**src/rtl/dbus_bridge_if.sv**
```systemverilog
// rtl/dbus_bridge_if.sv - req/gnt/rvalid data bus between the bridge (master) and memory (slave)
interface dbus_bridge_if #(
  parameter int ADDR_WIDTH = 32,
  parameter int DATA_WIDTH = 32
);
  logic                  bus_req_o;
  logic                  bus_we_o;
  logic [ADDR_WIDTH-1:0] bus_addr_o;
  logic [DATA_WIDTH-1:0] bus_wdata_o;
  logic                  bus_gnt_i;
  logic                  bus_rvalid_i;
  logic [DATA_WIDTH-1:0] bus_rdata_i;

  modport master (
    output bus_req_o, bus_we_o, bus_addr_o, bus_wdata_o,
    input  bus_gnt_i, bus_rvalid_i, bus_rdata_i
  );

  modport slave (
    input  bus_req_o, bus_we_o, bus_addr_o, bus_wdata_o,
    output bus_gnt_i, bus_rvalid_i, bus_rdata_i
  );
endinterface

```
**src/rtl/dbus_bridge.sv**
```systemverilog
// rtl/dbus_bridge.sv - single-cycle RAM port to req/gnt/rvalid bus bridge; stores run read-then-write
module dbus_bridge #(
  parameter int ADDR_WIDTH     = 32,
  parameter int DATA_WIDTH     = 32,
  parameter int TIMEOUT_CYCLES = 64
) (
  input  logic                  clk_i,
  input  logic                  rst_i,
  input  logic                  ce_i,
  input  logic                  we_i,
  input  logic [ADDR_WIDTH-1:0] addr_i,
  input  logic [DATA_WIDTH-1:0] wdata_i,
  output logic [DATA_WIDTH-1:0] rdata_o,
  output logic                  stall_o,
  output logic                  err_o,
  dbus_bridge_if.master         bus
);

  localparam int CW = (TIMEOUT_CYCLES > 1) ? $clog2(TIMEOUT_CYCLES) : 1;
  localparam logic [CW-1:0] CNT_LAST = CW'(TIMEOUT_CYCLES - 1);

  typedef enum logic [2:0] {
    IDLE,
    RD_REQ,
    RD_WAIT,
    MERGE,
    WR_REQ,
    WR_WAIT,
    DONE
  } state_t;

  state_t                state_q, state_d;
  logic [ADDR_WIDTH-1:0] addr_q;
  logic                  we_q;
  logic [DATA_WIDTH-1:0] rdata_q;
  logic [DATA_WIDTH-1:0] wdata_q;
  logic [CW-1:0]         cnt_q;
  logic                  err_q;
  logic                  expire;
  logic                  timeout;

  assign expire = (cnt_q == CNT_LAST);

  always_comb begin
    state_d = state_q;
    timeout = 1'b0;
    case (state_q)
      IDLE:    if (ce_i) state_d = RD_REQ;
      RD_REQ:  if (bus.bus_gnt_i) state_d = RD_WAIT;
      RD_WAIT: begin
        // rvalid wins over expiry in the same cycle
        if (bus.bus_rvalid_i) begin
          state_d = we_q ? MERGE : DONE;
        end else if (expire) begin
          state_d = DONE;
          timeout = 1'b1;
        end
      end
      MERGE:   state_d = WR_REQ;
      WR_REQ:  if (bus.bus_gnt_i) state_d = WR_WAIT;
      WR_WAIT: begin
        if (bus.bus_rvalid_i) begin
          state_d = DONE;
        end else if (expire) begin
          state_d = DONE;
          timeout = 1'b1;
        end
      end
      DONE:    state_d = IDLE;
      default: state_d = IDLE;
    endcase
  end

  always_comb begin
    bus.bus_req_o   = (state_q == RD_REQ) || (state_q == WR_REQ);
    bus.bus_we_o    = (state_q == WR_REQ);
    bus.bus_addr_o  = addr_q & ~(ADDR_WIDTH'(3));
    bus.bus_wdata_o = wdata_q;
    rdata_o         = rdata_q;
    err_o           = err_q;
    case (state_q)
      // IDLE stall follows ce_i directly; gated so reset drops it at once
      IDLE:    stall_o = ce_i & ~rst_i;
      DONE:    stall_o = 1'b0;
      default: stall_o = 1'b1;
    endcase
  end

  always_ff @(posedge clk_i or posedge rst_i) begin
    if (rst_i) begin
      state_q <= IDLE;
      addr_q  <= '0;
      we_q    <= 1'b0;
      rdata_q <= '0;
      wdata_q <= '0;
      cnt_q   <= '0;
      err_q   <= 1'b0;
    end else begin
      state_q <= state_d;
      err_q   <= timeout;
      case (state_q)
        IDLE: begin
          if (ce_i) begin
            addr_q <= addr_i;
            we_q   <= we_i;
          end
        end
        RD_REQ, WR_REQ: begin
          if (bus.bus_gnt_i) cnt_q <= '0;
        end
        RD_WAIT: begin
          if (bus.bus_rvalid_i) rdata_q <= bus.bus_rdata_i;
          else if (expire)      rdata_q <= '0;
          else                  cnt_q   <= cnt_q + CW'(1);
        end
        MERGE: wdata_q <= wdata_i;
        WR_WAIT: begin
          if (!bus.bus_rvalid_i) begin
            if (expire) rdata_q <= '0;
            else        cnt_q   <= cnt_q + CW'(1);
          end
        end
        default: ;
      endcase
    end
  end

endmodule

```
**src/flat_wrapper.sv**
```systemverilog
// flat-port wrapper written by rule: the top's interface ports become plain ports
module dbus_bridge_flat 
#(
  parameter int ADDR_WIDTH     = 32,
  parameter int DATA_WIDTH     = 32,
  parameter int TIMEOUT_CYCLES = 64
)
  (clk_i, rst_i, ce_i, we_i, addr_i, wdata_i, rdata_o, stall_o, err_o, bus_bus_req_o, bus_bus_we_o, bus_bus_addr_o, bus_bus_wdata_o, bus_bus_gnt_i, bus_bus_rvalid_i, bus_bus_rdata_i);
  dbus_bridge_if #(.ADDR_WIDTH(ADDR_WIDTH), .DATA_WIDTH(DATA_WIDTH)) bus_i ();
  input  logic clk_i;
  input  logic rst_i;
  input  logic ce_i;
  input  logic we_i;
  input  logic [ADDR_WIDTH-1:0] addr_i;
  input  logic [DATA_WIDTH-1:0] wdata_i;
  output logic [DATA_WIDTH-1:0] rdata_o;
  output logic stall_o;
  output logic err_o;
  output wire logic [$bits(bus_i.bus_req_o)-1:0] bus_bus_req_o;
  output wire logic [$bits(bus_i.bus_we_o)-1:0] bus_bus_we_o;
  output wire logic [$bits(bus_i.bus_addr_o)-1:0] bus_bus_addr_o;
  output wire logic [$bits(bus_i.bus_wdata_o)-1:0] bus_bus_wdata_o;
  input wire logic [$bits(bus_i.bus_gnt_i)-1:0] bus_bus_gnt_i;
  input wire logic [$bits(bus_i.bus_rvalid_i)-1:0] bus_bus_rvalid_i;
  input wire logic [$bits(bus_i.bus_rdata_i)-1:0] bus_bus_rdata_i;
  assign bus_bus_req_o = bus_i.bus_req_o;
  assign bus_bus_we_o = bus_i.bus_we_o;
  assign bus_bus_addr_o = bus_i.bus_addr_o;
  assign bus_bus_wdata_o = bus_i.bus_wdata_o;
  assign bus_i.bus_gnt_i = bus_bus_gnt_i;
  assign bus_i.bus_rvalid_i = bus_bus_rvalid_i;
  assign bus_i.bus_rdata_i = bus_bus_rdata_i;
  dbus_bridge #(.ADDR_WIDTH(ADDR_WIDTH), .DATA_WIDTH(DATA_WIDTH), .TIMEOUT_CYCLES(TIMEOUT_CYCLES)) u_core (.clk_i(clk_i), .rst_i(rst_i), .ce_i(ce_i), .we_i(we_i), .addr_i(addr_i), .wdata_i(wdata_i), .rdata_o(rdata_o), .stall_o(stall_o), .err_o(err_o), .bus(bus_i));
endmodule
```
**config.mk**
```make
export PLATFORM = sky130hd
export DESIGN_NAME = dbus_bridge_flat
export DESIGN_NICKNAME = d
export VERILOG_FILES = /design/src/rtl/dbus_bridge_if.sv /design/src/rtl/dbus_bridge.sv /design/src/flat_wrapper.sv
export SDC_FILE = /design/constraint.sdc
export NUM_CORES = 1
export LEC_CHECK = 0
export ABC_AREA = 1
export CORE_MARGIN = 4
export CORE_UTILIZATION = 37
export DETAILED_ROUTE_END_ITERATION = 16
export PLACE_DENSITY = 0.76
export SYNTH_ARGS = -nofsm -noshare
export SYNTH_HDL_FRONTEND = slang
export SYNTH_SLANG_ARGS = --single-unit
```
**constraint.sdc**
```tcl
create_clock -name clk_i -period 3.3 [get_ports clk_i]
set_input_delay 0.495 -clock clk_i [delete_from_list [all_inputs] [get_ports clk_i]]
set_output_delay 0.495 -clock clk_i [all_outputs]
set_load 0.02 [all_outputs]
```
* Word-level counts from Yosys, hierarchy flattened
Cells that the tools add are included.
** Storage, ports and cells
- Bits in registers :: 107
- Bits of input ports :: 102
- Output and inout port bits :: 100
** Operators by class
- $add $sub $neg :: 1
- Equality and inequality tests :: 14
- Mux-type cells :: 20
- Bitwise logic cells :: 2
- Reduce and logical (&&, ||, !) cells :: 10
** Operator list (number)
- $mux 32 :: 3
- $pmux 32 s2 :: 1
- $mux 3 :: 7
- $mux 6 :: 3
- $pmux 3 s6 :: 1
- $ne 2x2->1 const B :: 6
- $pmux 6 s2 :: 1
- $eq 3x3->1 const B :: 3
- $add 6x1->6 const B :: 1
- $eq 3x2->1 const B :: 2
- $eq 6x6->1 const B :: 1
- $reduce_and 2->1 :: 2
- $reduce_and 4->1 :: 1
- $reduce_bool 2->1 :: 2
- $reduce_or 2->1 :: 2
- $eq 3x1->1 const B :: 1
- $logic_not 3->1 :: 1
- $mux 1 :: 3
- $reduce_and 3->1 :: 1
- $ne 2x1->1 const B :: 1
- $pmux 1 s2 :: 1
- $and 1x1->1 :: 1
- $logic_or 1x1->1 :: 1
- $not 1->1 :: 1

* Longest topological paths before layout
- Depth in word-level cells :: 4
- Gate-level depth with buffers :: 10

* Worst setup path before layout
Ideal clock, no wire load.
- Path kind :: register to output
- From :: register u_core.state_q[0]
- To :: output port stall_o
- Arrival :: 1.463 ns
- Data required time :: 2.805 ns
- Slack :: 1.342 ns
- Cell stages (with the launch flop) :: 8
- Cell sequence :: dfrtp_1 -> buf_4 -> clkinv_2 -> nand2_1 -> nor2_2 -> nand2_2 -> buf_6 -> o21ai_0
** Between the ends
- Longest elaborated chain between the ends :: 2
- Elaborated cells between the ends (all ways) :: 3
- Classes of those cells :: eq/ne: 1; mux: 1; reduce/logical: 1
** RTL lines
- from (decl) :: line dbus_bridge.sv:32 : state_t state_q, state_d;
- from (signal assigned) :: line dbus_bridge.sv:99 : state_q <= state_d;
- $eq 3x3->1 or $logic_not 3->1 (tied branches) :: line dbus_bridge.sv:81 : case (state_q)
- $pmux 1 s2 (*) :: line dbus_bridge.sv:81
- to (decl) :: line flat_wrapper.sv:17 : output logic stall_o;
Mark *: on every way between the ends. The rest lies on a longest branch, timed or not.

* Final worst setup path
- From :: register u_core.state_q[1]
- To :: output port stall_o
Same word-level chain as after synthesis.

==> results.txt <==
----------------------------------------------------
[Logic synthesis]
  Average cell area after synthesis ... 11.2 sq um
  Library cell with the highest instance count after synthesis ... sky130_fd_sc_hd__nand2_1
  Number of synthesized flops with an enable pin ... 0
  Biggest area contributors in the synthesized netlist ... sky130_fd_sc_hd__dfrtp_1 (61%), sky130_fd_sc_hd__mux2_2 (16%), sky130_fd_sc_hd__nand2_1 (13%)
  Cell taking the most area after synthesis ... sky130_fd_sc_hd__dfrtp_1
  Post-synthesis sequential area ratio ... 60.9%
  Most used flip-flop cell after synthesis ... sky130_fd_sc_hd__dfrtp_1
  Warning count from the yosys run ... 0
  Number of library cell types mapped by synthesis ... 24
  Share of Yosys cell area claimed by the top area cell type ... 60.9%
  Most instantiated cells after synthesis ... sky130_fd_sc_hd__nand2_1 (147), sky130_fd_sc_hd__dfrtp_1 (105), sky130_fd_sc_hd__mux2_2 (60)
  Async S/R FF share, synth ... 100%
  Syn Inst Count ... 387
  #FFs+latches synth ... 105
  Combined area of all synthesized cells ... 0.00432 sq mm

[STA]
  Total setup violations reported at the end of the flow ... 0
  Clock skew ... 0.00936 ns
  Slew of the pin with the lowest slew margin ... 0.849 ns
  Fraction of the cycle the final worst path needs ... 75.4%
  Min Tclk post-route ... 2.49 ns
  Worst Slack Setup Final ... 0.813 ns
  Setup repair after global routing missed its margin ... no
  Setup total negative slack ... 0 ns
  Hold_ws ... 0.473 ns
  Final hold violations ... 0
  Peak Freq ... 402 MHz
  Final Max Tran Viols ... 0
  Max-slew headroom ... 43.4%

[Power and ir drop]
  IR Drop Worst-Case VDD ... 0.517 mV
  Leakage power ... 3.08 nW
  Overall power after layout ... 6.28 mW
  Power density over the cells ... 936 mW/mm^2

[CTS]
  Num Clock Sinks ... 105
  Number of buffers created by CTS ... 9
  Clock-pin slew reported for the worst setup and hold paths after clock tree synthesis ... 0.07 ns
  Cts-stage hold buffer count ... 0
  H-tree levels ... 3
  Number of gates resized after CTS ... 0
  Clock root buffer ... sky130_fd_sc_hd__clkbuf_16
  TritonCTS clock tree ... done
  Number of buffers inserted by post-CTS setup repair ... 0
  Clock insertion delay at the later pin of the skew report ... 0.34 ns
  Longest Clk Path Bufs ... 2

[Floorplan]
  Overall die area ... 0.0135 sq mm
  Starting utilization of the core area ... 37.8%
  Horizontal die dimension ... 116 um
  Die height ... 116 um
  Cell Rows ... 39
  Top-level I/O count ... 202
  Total core area ... 0.0114 sq mm

[Route]
  Total detailed-routing wirelength ... 11,100 um
  Post-route ant nets ... 0
  Vias post-DR ... 3,352
  First-pass iteration count of the detailed router ... 4
  Via count normalized by instance count ... 4.58
  Violation count after the first detailed-routing iteration ... 161
  DRC violations left ... 0
  Post-DR wirelength/cell ... 15.1 um

[Layout]
  Net total in the final layout ... 688
  Post-route core utilization ... 58.7%
  Number of antenna repair diodes ... 0
  Layout filler cell count ... 984
  Area Growth Syn to Fin ... 55.2%
  Share of cells above drive strength 1 ... 16.0%

[Job]
  Maximum Capacitance Violations ... 0

[Critical path]
  Termination of the worst setup path ... stall_o
  Path type of the worst setup path ... reg -> out
  R2R Setup Slk ... 1.51 ns
  Data required time at the worst endpoint ... 2.80 ns
  Worst Setup Start Kind ... register
  Largest driver fanout on the critical path ... 6
  Worst reg2reg path endpoint ... u_core.rdata_o[16]
  Slowest cell delay on critical path ... 0.65 ns
  Worst Reg-to-Reg Cells ... 8
  Series of cell instances along the critical path ... inv_2 > nand2_1 > nor2_2 > nand2_2 > o21ai_0 > clkdlybuf4s50_1
  CP Capture Type ... primary output
  Worst reg2reg path startpoint ... u_core.cnt_q[0]
  Worst EP arrival ... 1.99 ns
  Worst setup path startpoint ... u_core.state_q[1]
  CP max stage cell ... sky130_fd_sc_hd__clkdlybuf4s50_1

[GRT]
  GRT Overall Usage ... 16.5%
  First-pass GRT wire length ... 17,500 um
  Remaining Overflow, GRT ... 0
  Maximum number of pins on one net before global-route repair ... 69
  Number of antenna violations at the first check in global routing ... 0
  Vias in the first global route ... 3,572

[Placement]
  Routability cong. ... 0.861
  DP Wirelength ... 8300 um
  Count of buffers from port buffering ... 197
  Post-placement worst setup slack ... 0.917 ns

[Hold path]
  Worst Hold Class ... reg -> reg
  Cells on Worst Hold Path ... 2

[Status]
  Outcome ... finished, final reports clean

----------------------------------------------------
how the worst min path moves through the flow:
| stage | from | endpoint | slack, ns |
|---|---|---|---|
| 2_1_floorplan | u_core.cnt_q[5] | u_core.cnt_q[5] | 0.46 |
| 3_3_place_gp | u_core.rdata_o[22] | u_core.rdata_o[22] | 0.45 |
| 3_5_place_dp | u_core.rdata_o[24] | u_core.rdata_o[24] | 0.46 |
| 4_1_cts | u_core.rdata_o[24] | u_core.rdata_o[24] | 0.48 |
| 5_1_grt | u_core.rdata_o[21] | u_core.rdata_o[21] | 0.50 |
| 6_report | u_core.rdata_o[0] | u_core.rdata_o[0] | 0.47 |
worst max-delay path: cells and delay by family (launching register included):
kind                   cells  cell delay (ns)
buffers and inverters      2             0.77
DFF                        1             0.45
and+or+nand+nor            3             0.29
AOI/OAI and AO/OA          1             0.15
state kept, by name (all words and copies together), names as in the netlist:
name,flops
u_core.we_q,1
u_core.bus.bus_wdata_o,32
u_core.rdata_o,32
u_core.addr_q,30
u_core.cnt_q,6
u_core.state_q,3
u_core.err_o,1
placed cells by master (no fill, tap or decap), types with 2 or more instances in the layout:
master / n
sky130_fd_sc_hd__clkbuf_16: 9
sky130_fd_sc_hd__nor3b_1: 2
sky130_fd_sc_hd__nor2_2: 3
sky130_fd_sc_hd__dfrtp_1: 105
sky130_fd_sc_hd__buf_4: 3
sky130_fd_sc_hd__inv_2: 2
sky130_fd_sc_hd__clkdlybuf4s50_1: 197
sky130_fd_sc_hd__conb_1: 2
sky130_fd_sc_hd__nand3_1: 5
sky130_fd_sc_hd__nand2_2: 4
sky130_fd_sc_hd__clkinv_2: 2
sky130_fd_sc_hd__mux2_4: 3
sky130_fd_sc_hd__mux2_2: 60
sky130_fd_sc_hd__nand2_1: 147
sky130_fd_sc_hd__o21ai_0: 4
sky130_fd_sc_hd__nand3_2: 2
sky130_fd_sc_hd__nand4_1: 2
sky130_fd_sc_hd__inv_1: 12
sky130_fd_sc_hd__bufinv_16: 2
sky130_fd_sc_hd__nor2_1: 13
cells by family after synthesis:
logic type,count (synthesis),share of synthesized area [%]
buf+inv,31,4.38
compound gates,6,0.754
xor+xnor,1,0.203
fa+ha+maj,1,0.290
simple gates,179,16.7
other cells,1,0.0869
mux,63,16.7
flops,105,60.9
power breakdown:
| part | switching (mW) | internal (mW) | leakage (nW) |
|---|---|---|---|
| logic | 1.48 | 1.53 | 1.62 |
| clock network | 0.455 | 0.661 | 0.149 |
| registers | 0.312 | 1.84 | 1.31 |
per-stage QoR:
step                      instance area [sq um]  std cells
after CTS                                  6700        732
final                                      6700        732
after floorplan                            4320        388
after detailed placement                   6390        717
after global placement                     6390        717
after global routing                       6700        732
final cells by class:
class | count | area (sq um) | area share [%]
flip-flops and latches | 105 | 2630 | 39.2
repair buffers | 201 | 2010 | 30.1
multi-input cells | 252 | 1510 | 22.5
clock buffers | 10 | 229 | 3.42
well taps | 143 | 179 | 2.67
clock inverters | 5 | 81.3 | 1.21
inverters | 16 | 63.8 | 0.952
layer usage:
layer / GRT usage (%) / wire length, um
met1: 19.8 / 4400
met3: 5.38 / 1070
met2: 28.4 / 5440
met4: 4.95 / 148
met5: 0 / 0
Power figures use the tool's default switching activity.
